--- src/rtl/sd_cmd_ctrl.sv ---
// rtl/sd_cmd_ctrl.sv - SD CMD-line controller: frame serializer, response receiver and checker
module sd_cmd_ctrl #(
  parameter int TIMEOUT_STROBES = 64
) (
  input  logic        clk,
  input  logic        ex_resetn,
  input  logic        sd_clk_en,
  input  logic        soft_reset_cmd,
  input  logic        cmd_start,
  input  logic [15:0] cmd_in,
  input  logic [31:0] arg_in,
  input  logic        sd_cmd_i,
  output logic        sd_cmd_o,
  output logic        sd_cmd_oe,
  output logic        cmd_inhibit,
  output logic [31:0] resp0_out,
  output logic [31:0] resp1_out,
  output logic [31:0] resp2_out,
  output logic [31:0] resp3_out,
  output logic        resp_en,
  output logic        cmd_complete,
  output logic        err_timeout,
  output logic        err_crc,
  output logic        err_index,
  output logic        err_end_bit
);

  localparam int TW = $clog2(TIMEOUT_STROBES + 1);

  typedef enum logic [2:0] {S_IDLE, S_SEND, S_WAIT_RESP, S_RECV, S_FINISH} state_e;

  // One serial step of CRC7 (x^7 + x^3 + 1), MSB-first
  function automatic logic [6:0] crc7_step(input logic [6:0] crc, input logic b);
    logic fb;
    fb = crc[6] ^ b;
    return {crc[5:0], 1'b0} ^ {3'b000, fb, 2'b00, fb};
  endfunction

  state_e        state_q;
  logic [46:0]   frame_q;
  logic [7:0]    bit_cnt_q;
  logic [TW-1:0] to_cnt_q;
  logic [126:0]  rx_q;
  logic [6:0]    crc_q;
  logic [5:0]    index_q;
  logic          idx_chk_q, crc_chk_q, long_q, none_q;
  logic          cmd_o_q, oe_q, inhibit_q;
  logic [31:0]   resp0_q, resp1_q, resp2_q, resp3_q;
  logic          resp_en_q, cmd_complete_q, err_timeout_q, err_crc_q, err_index_q, err_end_q;

  logic [39:0]   frame40_d;
  logic [6:0]    crc_tx_d;
  logic [47:0]   frame_d;
  logic [127:0]  rx_d;
  logic [7:0]    rx_cnt_d;
  logic [7:0]    rx_total_d;
  logic          crc_upd_d, crc_bad_d, idx_bad_d, end_bad_d;
  logic          unused_ok;

  assign unused_ok = ^{cmd_in[15:14], cmd_in[7:5], cmd_in[2]};

  // Build the outgoing frame and its CRC from the live register values
  always_comb begin
    frame40_d = {2'b01, cmd_in[13:8], arg_in};
    crc_tx_d  = 7'd0;
    for (int i = 39; i >= 0; i--) begin
      crc_tx_d = crc7_step(crc_tx_d, frame40_d[i]);
    end
    frame_d = {frame40_d, crc_tx_d, 1'b1};
  end

  // Receive-side view including the bit being sampled on this strobe, plus the checks on it
  always_comb begin
    rx_d       = {rx_q, sd_cmd_i};
    rx_cnt_d   = bit_cnt_q + 8'd1;
    rx_total_d = long_q ? 8'd136 : 8'd48;
    crc_upd_d  = long_q ? (rx_cnt_d >= 8'd9 && rx_cnt_d <= 8'd128) : (rx_cnt_d <= 8'd40);
    crc_bad_d  = crc_chk_q && (crc_q != rx_d[7:1]);
    idx_bad_d  = !long_q && idx_chk_q && (rx_d[45:40] != index_q);
    end_bad_d  = !rx_d[0];
  end

  // Command FSM with all outputs registered; result pulses live for the FINISH cycle only
  always_ff @(posedge clk or negedge ex_resetn) begin
    if (!ex_resetn) begin
      state_q        <= S_IDLE;
      frame_q        <= '0;
      bit_cnt_q      <= '0;
      to_cnt_q       <= '0;
      rx_q           <= '0;
      crc_q          <= '0;
      index_q        <= '0;
      idx_chk_q      <= 1'b0;
      crc_chk_q      <= 1'b0;
      long_q         <= 1'b0;
      none_q         <= 1'b0;
      cmd_o_q        <= 1'b1;
      oe_q           <= 1'b0;
      inhibit_q      <= 1'b0;
      resp0_q        <= '0;
      resp1_q        <= '0;
      resp2_q        <= '0;
      resp3_q        <= '0;
      resp_en_q      <= 1'b0;
      cmd_complete_q <= 1'b0;
      err_timeout_q  <= 1'b0;
      err_crc_q      <= 1'b0;
      err_index_q    <= 1'b0;
      err_end_q      <= 1'b0;
    end else begin
      resp_en_q      <= 1'b0;
      cmd_complete_q <= 1'b0;
      err_timeout_q  <= 1'b0;
      err_crc_q      <= 1'b0;
      err_index_q    <= 1'b0;
      err_end_q      <= 1'b0;
      if (soft_reset_cmd) begin
        state_q   <= S_IDLE;
        oe_q      <= 1'b0;
        cmd_o_q   <= 1'b1;
        inhibit_q <= 1'b0;
      end else begin
        case (state_q)
          S_IDLE: if (cmd_start) begin
            frame_q   <= frame_d[46:0];
            cmd_o_q   <= frame_d[47];
            oe_q      <= 1'b1;
            inhibit_q <= 1'b1;
            bit_cnt_q <= '0;
            index_q   <= cmd_in[13:8];
            idx_chk_q <= cmd_in[4];
            crc_chk_q <= cmd_in[3];
            long_q    <= (cmd_in[1:0] == 2'b01);
            none_q    <= (cmd_in[1:0] == 2'b00);
            state_q   <= S_SEND;
          end
          S_SEND: if (sd_clk_en) begin
            if (bit_cnt_q == 8'd47) begin
              oe_q     <= 1'b0;
              cmd_o_q  <= 1'b1;
              to_cnt_q <= '0;
              if (none_q) begin
                cmd_complete_q <= 1'b1;
                state_q        <= S_FINISH;
              end else begin
                state_q <= S_WAIT_RESP;
              end
            end else begin
              bit_cnt_q <= bit_cnt_q + 8'd1;
              cmd_o_q   <= frame_q[46];
              frame_q   <= {frame_q[45:0], 1'b1};
            end
          end
          S_WAIT_RESP: if (sd_clk_en) begin
            if (!sd_cmd_i) begin
              rx_q      <= rx_d[126:0];
              bit_cnt_q <= 8'd1;
              crc_q     <= '0;
              state_q   <= S_RECV;
            end else if (to_cnt_q == TW'(TIMEOUT_STROBES - 1)) begin
              err_timeout_q <= 1'b1;
              state_q       <= S_FINISH;
            end else begin
              to_cnt_q <= to_cnt_q + 1'b1;
            end
          end
          S_RECV: if (sd_clk_en) begin
            rx_q      <= rx_d[126:0];
            bit_cnt_q <= rx_cnt_d;
            if (crc_upd_d) crc_q <= crc7_step(crc_q, sd_cmd_i);
            if (rx_cnt_d == rx_total_d) begin
              resp0_q        <= rx_d[39:8];
              resp1_q        <= long_q ? rx_d[71:40] : 32'd0;
              resp2_q        <= long_q ? rx_d[103:72] : 32'd0;
              resp3_q        <= long_q ? {8'h00, rx_d[127:104]} : 32'd0;
              resp_en_q      <= 1'b1;
              err_crc_q      <= crc_bad_d;
              err_index_q    <= idx_bad_d;
              err_end_q      <= end_bad_d;
              cmd_complete_q <= !(crc_bad_d || idx_bad_d || end_bad_d);
              state_q        <= S_FINISH;
            end
          end
          S_FINISH: begin
            inhibit_q <= 1'b0;
            state_q   <= S_IDLE;
          end
          default: state_q <= S_IDLE;
        endcase
      end
    end
  end

  assign sd_cmd_o     = cmd_o_q;
  assign sd_cmd_oe    = oe_q;
  assign cmd_inhibit  = inhibit_q;
  assign resp0_out    = resp0_q;
  assign resp1_out    = resp1_q;
  assign resp2_out    = resp2_q;
  assign resp3_out    = resp3_q;
  assign resp_en      = resp_en_q;
  assign cmd_complete = cmd_complete_q;
  assign err_timeout  = err_timeout_q;
  assign err_crc      = err_crc_q;
  assign err_index    = err_index_q;
  assign err_end_bit  = err_end_q;

endmodule
--- config.mk ---
export PLATFORM = sky130hd
export DESIGN_NAME = sd_cmd_ctrl
export DESIGN_NICKNAME = d
export VERILOG_FILES = /design/src/rtl/sd_cmd_ctrl.sv
export SDC_FILE = /design/constraint.sdc
export NUM_CORES = 1
export LEC_CHECK = 0
export ABC_AREA = 1
export CORE_UTILIZATION = 40
export DETAILED_ROUTE_END_ITERATION = 6
export GPL_TIMING_DRIVEN = 1
export MAX_ROUTING_LAYER = met4
export SLEW_MARGIN = 0
export SYNTH_ARGS = -nofsm -noshare
export SYNTH_HDL_FRONTEND = slang
export SYNTH_SLANG_ARGS = --single-unit
--- constraint.sdc ---
create_clock -name clk -period 2.65 [get_ports clk]
set_input_delay 0.265 -clock clk [delete_from_list [all_inputs] [get_ports clk]]
set_output_delay 0.265 -clock clk [all_outputs]
set_load 0.1 [all_outputs]
### Word level (Yosys, flattened, before mapping)

Cells that the tools add are included.

| word-level totals | value |
|---|---|
| output and inout port bits | 137 |
| latch bits | 0 |
| input bits | 54 |
| memory bits (writable) | 0 |
| register bits | 346 |
| word-level logic and storage cells | 242 |
| bits in read-only memories | 0 |
| memories | 0 |

| operators by class | value |
|---|---|
| $add $sub $neg | 2 |
| reduce and logical (&&, ||, !) cells | 28 |
| bitwise gates (word level) | 76 |
| muxes and demuxes | 82 |
| div/mod/pow operators | 0 |
| equality and inequality tests | 27 |
| $mul | 0 |
| shifts and indexed selects | 0 |
| $lt $le $gt $ge | 3 |

Operators with widths:

| operator | number |
|---|---|
| 127-bit two-way mux | 3 |
| 7-bit by 4-bit bitwise XOR with 7-bit output | 37 |
| 127-bit case mux with 2 select lines | 1 |
| 47-bit two-way mux | 3 |
| 47-bit case mux with 2 select lines | 1 |
| 32-bit two-way mux | 2 |
| 7-bit two-way mux | 9 |
| 8-bit two-way mux | 7 |
| 1-bit two-way mux | 37 |
| 1-bit bitwise XOR | 36 |
| 8-bit case mux with 4 select lines | 1 |
| 3-bit two-way mux | 10 |
| 7-bit case mux with 2 select lines | 2 |
| 24-bit two-way mux | 1 |
| 2-bit != test (second input constant) | 10 |
| 3-bit != test (second input constant) | 6 |
| 7-bit AND reduction | 2 |
| 3-bit case mux with 4 select lines | 1 |
| 5-bit AND reduction | 2 |
| 8-bit by 1-bit adder with 8-bit output (second input constant) | 1 |
| 8-bit by 6-bit == test with 1-bit output (second input constant) | 1 |
| 8-bit == test | 1 |
| 8-bit by 4-bit greater-or-equal comparator with 1-bit output (second input constant) | 1 |
| 8-bit by 6-bit <= comparator with 1-bit output (second input constant) | 1 |
| other kinds (27) | 42 |

### Logic depth before layout (Yosys ltp)

| depth | value |
|---|---|
| depth in word-level cells | 74 |
| depth in mapped cells | 28 |
| depth with buffers taken out | 27 |

### Worst setup path before layout

No wires, ideal clock.

| timing | value |
|---|---|
| kind | register -> register |
| from | register bit_cnt_q[0] |
| to | register resp2_q[15], in the netlist resp2_out[15] |
| slack | 0.370 ns |
| cell stages (with the launch flop) | 17 |
| clock period less this slack | 2.280 ns |
| required time | 2.505 ns |
| data arrival time | 2.135 ns |
| path through | dfrtp_1 -> ha_1 -> nand2_1 -> nor2_1 -> nand3_1 -> nand2_1 -> nand2_1 -> inv_1 -> nand3_1 -> nor2_1 -> inv_1 -> o21ai_2 -> nand3_4 -> buf_2 -> buf_2 -> nand2_1 -> o31ai_2 |

| between the ends | value |
|---|---|
| cells in the longest elaborated chain, start to end | 3 |

RTL lines:

| element | RTL line | text |
|---|---|---|
| start, declared | 41 | `logic [7:0] bit_cnt_q;` |
| start signal, assigned | 149 | `bit_cnt_q <= bit_cnt_q + 8'd1;` |
| start signal, assigned | 169 | `bit_cnt_q <= rx_cnt_d;` |
| 8-bit by 1-bit adder with 8-bit output | 75 | `rx_cnt_d = bit_cnt_q + 8'd1;` |
| 8-bit == test | 171 | `if (rx_cnt_d == rx_total_d) begin` |
| 4-bit AND reduction (no line) | - |  |
| end signal, assigned | 174 | `resp2_q <= long_q ? rx_d[103:72] : 32'd0;` |
| end, declared | 48 | `logic [31:0] resp0_q, resp1_q, resp2_q, resp3_q;` |

No other way between the ends.
A chain may end at the register's enable or synchronous reset.

### Worst setup path in the final report

| timing | value |
|---|---|
| from | register bit_cnt_q[0] |
| to | register resp2_q[6], in the netlist resp2_out[6] |

The elaborated chain is that of the path after synthesis.

==> summary.md <==
| Metric | Value |
|---|---|
| Register area share after synthesis | `0.546` |
| Final worst path period need | `2.57 ns` |
| TritonCTS clock tree | `yes` |
| Crit path largest cell delay | `between 0.3 and 0.4 ns` |
| Maximum vdd drop | `between 800 and 900 uV` |
| Layout cells sized above 1 | `0.196` |
| Seq cells post-synth | `between 300 and 400` |
| P&R area growth vs syn | `25.2%` |
| Syn_area_per_cell | `8.50 um^2` |
| Initial DRT Pass Iterations | `5` |
| DP HPWL | `around 24000 um` |
| PwrDens | `about 890 nW/um^2` |
| Gr usage total | `0.188` |
| Reg clk slew, reported paths | `0.06 ns` |
| CP Launch Type | `register` |
| Clock Skew | `between 0.015 and 0.02 ns` |
| Io pins | `191` |
| DRT iter0 DRCs | `630` |
| Worst-skew pair later-pin latency | `0.56 ns` |
| Via count | `approximately 12000` |
| CTS Buffer Depth | `3` |
| Crit-path slowest cell | `dfrtp_1` |
| Die H | `between 150 and 200 um` |
| Mapped Cells | `around 1800` |
| Total grt overflow | `0` |
| CP top delay family | `simple AND/OR/NAND/NOR gates` |
| Die area | `39500 um^2` |
| Global-route wire length before repair | `58700 um` |
| Status | `complete, no violations` |
| WHS | `between 0.1 and 0.15 ns` |
| Synth Cell Area | `between 15000 and 20000 um^2` |
| Chain of cells forming the critical path | `inv_2, nor3_4, nand4_1, nor2_2, xor2_2, inv_2, nor3_4, nand4_1, o21ai_4, nand3_4, buf_12, buf_16, o31ai_1` |
| Drt total wl | `between 30000 and 40000 um` |
| Rel. slew slack | `0.350` |
| GP Congestion | `around 0.84` |
| Sequential cell area | `about 8500 um^2` |
| Final number of setup-violating endpoints | `0` |
| Antenna violations before repair | `2` |
| H-tree depth | `2` |
| Slew Viols, Final | `0` |
| Drc violations | `0` |
| Final total power | `~0.017 W` |
| Count of unique library cells instantiated by Yosys | `around 50` |
| Final hold vios | `0` |
| Die Wd | `about 200 um` |
| Critical path arrival | `around 3.0 ns` |
| Critical path class | `reg2reg` |
| Fillers | `about 3600` |
| Area of the multi-input gates | `5920 um^2` |
| Layout Nets | `about 2100` |
| Final period util | `0.970` |
| TritonCTS buffer count | `40` |
| Leak | `about 9.6 nW` |
| Crit path max fanout | `22` |
| Max frequency | `approximately 390 MHz` |
| RSZ-0062 raised after global routing | `yes` |
| WP data required | `between 3 and 4 ns` |
| MaxCap Viol Count | `0` |
| Largest net degree at the start of global routing | `82` |
| WP buf/inv | `4` |
| Worst slew pin tran | `0.975 ns` |
| Core area | `37800 um^2` |
| Vias per inst | `4.81` |
| Detail Route Antenna Nets | `0` |
| Root buffer cell | `clkbuf_16` |
| WL/cell | `13.8 um` |
| CP endpoint kind | `register` |
| PortBufs | `~180` |
| FP Rows | `just over 70` |
| Vias in the first global route | `about 12000` |
| Clk sink count | `between 300 and 400` |
| Ys Warns | `0` |
| Hold crit path type | `in2reg` |
| Initial core utilization | `0.409` |
-- state kept, by name (all words and copies together) (netlist names), 3 cells and up --
name and count:
bit_cnt_q 8, frame_q 47, crc_q 7, resp0_out 32, resp2_out 32, state_q 3
rx_q 127, resp1_out 32, resp3_out 24, index_q 6, to_cnt_q 7
-- where the power goes --
part | total [W] | leakage, nW | switching, W | internal [W]
Clock | 0.00555 | 0.670 | 0.00221 | 0.00335
Combinational | 0.00449 | 4.54 | 0.00304 | 0.00145
Sequential | 0.00717 | 4.43 | 0.000687 | 0.00648
-- final timing paths --
| check | depth (start not counted) | slack [ns] | from | to |
|---|---|---|---|---|
| worst max register to register | 13 | 0.08 | bit_cnt_q[0] | resp2_out[6] |
| max in group asynchronous | 3 | 1.54 | ex_resetn | resp1_out[20] |
| worst max-delay path | 13 | 0.08 | bit_cnt_q[0] | resp2_out[6] |
| worst min-delay path | 3 | 0.11 | cmd_in[8] | frame_q[40] |
| worst min register to register | 1 | 0.47 | frame_q[0] | frame_q[0] |
| min in group asynchronous | 2 | 0.26 | ex_resetn | resp2_out[20] |
-- cells in the mapped netlist (all sizes together) --
cell type / instances / area (um^2)
dfstp: 1 / 26.3
conb: 1 / 3.75
o32ai: 1 / 8.76
clkbuf: 66 / 249
ha: 3 / 37.5
buf: 29 / 196
o22ai: 8 / 50.1
clkinv: 1 / 3.75
o21ai: 230 / 1160
a2bb2oi: 2 / 23.8
xnor2: 8 / 77.6
nor4: 3 / 18.8
nand4: 8 / 50.1
nand3: 78 / 418
a21oi: 6 / 30.0
inv: 231 / 867
a211oi: 2 / 15.0
o211ai: 39 / 293
dfrtp: 337 / 8430
and2: 1 / 6.26
a221oi: 2 / 17.5
nor3: 8 / 56.3
and3: 1 / 6.26
o221ai: 1 / 8.76
nor2: 38 / 148
o31ai: 64 / 646
xor2: 10 / 95.1
or2: 2 / 12.5
nor3b: 2 / 15.0
nand2: 631 / 2460
nand3b: 7 / 52.6
o311ai: 1 / 8.76
-- layout by cell type (no fill, tap or decap), types with 3 or more instances in the layout --
cell,n
bufinv_16,3
clkbuf_1,5
nand3b_1,7
o31ai_1,15
conb_1,8
nand2_2,56
clkbuf_8,7
nand3_2,3
inv_2,19
clkdlybuf4s50_1,37
clkinv_2,10
nor3_1,6
dfrtp_1,337
nor2_1,33
inv_1,212
o21ai_1,15
o21ai_0,213
xor2_1,9
clkbuf_16,43
nand4_1,8
nor2_4,3
nand3_1,74
xnor2_1,7
o211ai_1,39
nand2_1,574
dlymetal6s2s_1,9
o22ai_1,8
o31ai_2,49
ha_1,3
buf_12,13
a21oi_1,6
buf_4,168
-- through the flow --
step                      instances   util  area (um^2)  TNS, ns  worst slack (ns)
after global routing           2553  0.513        19400    -2.73           -0.0692
after CTS                      2542  0.505        19100        0            0.0355
after detailed placement       2469  0.468        17700    -1.85            -0.316
after global placement         2469  0.468        17700    -1.25            -0.219
after floorplan                1829      -        15500        0             0.370
final                          2553  0.513        19400        0            0.0803
-- logic make-up after synthesis --
family                     Yosys count  share of synthesized area
buffers and inverters              327                     0.0850
xor gates and xnor gates            18                     0.0111
other                                1                   0.000242
and+or+nand+nor                    779                      0.209
AOI/OAI and AO/OA                  356                      0.146
DFF                                338                      0.546
adders and majority gates            3                    0.00242
-- layout make-up --
type	instances	share of cell area
Inverter	232	0.0449
Antenna cell	2	0.000258
Timing Repair Buffer	234	0.111
Clock inverter	19	0.0113
Multi-Input combinational cell	1164	0.305
Sequential cell	338	0.436
Tap cell	511	0.0330
Clock buffer	53	0.0588
-- worst reg2reg max path, stage by stage (launching register included) --
cell     delay [ns]
dfrtp_1        0.39
inv_2          0.08
nor3_4         0.22
nand4_1        0.18
nor2_2         0.22
xor2_2         0.20
inv_2          0.08
nor3_4         0.12
nand4_1        0.18
o21ai_4        0.13
nand3_4        0.09
buf_12         0.18
buf_16         0.19
o31ai_1        0.22
-- layer usage --
metal / vias to the layer above / global-route usage / part of all wire
met5: - / - / 0
met1: 5780 / 0.252 / 0.48
li1: 6218 / - / -
met3: 51 / 0.0356 / 0.045
met2: 235 / 0.293 / 0.46
met4: 0 / 0.0513 / 0.021
-- timing repair --
| item | in CTS | in global routing |
|---|---|---|
| hold endpoints to repair | 60 | 0 |
| setup endpoints to repair | 0 | 134 |
| hold buffers | 1 | 0 |
| setup buffers | 0 | 6 |
| gates resized for setup | 0 | 62 |
No activity file was read; power rests on OpenSTA's default activity.
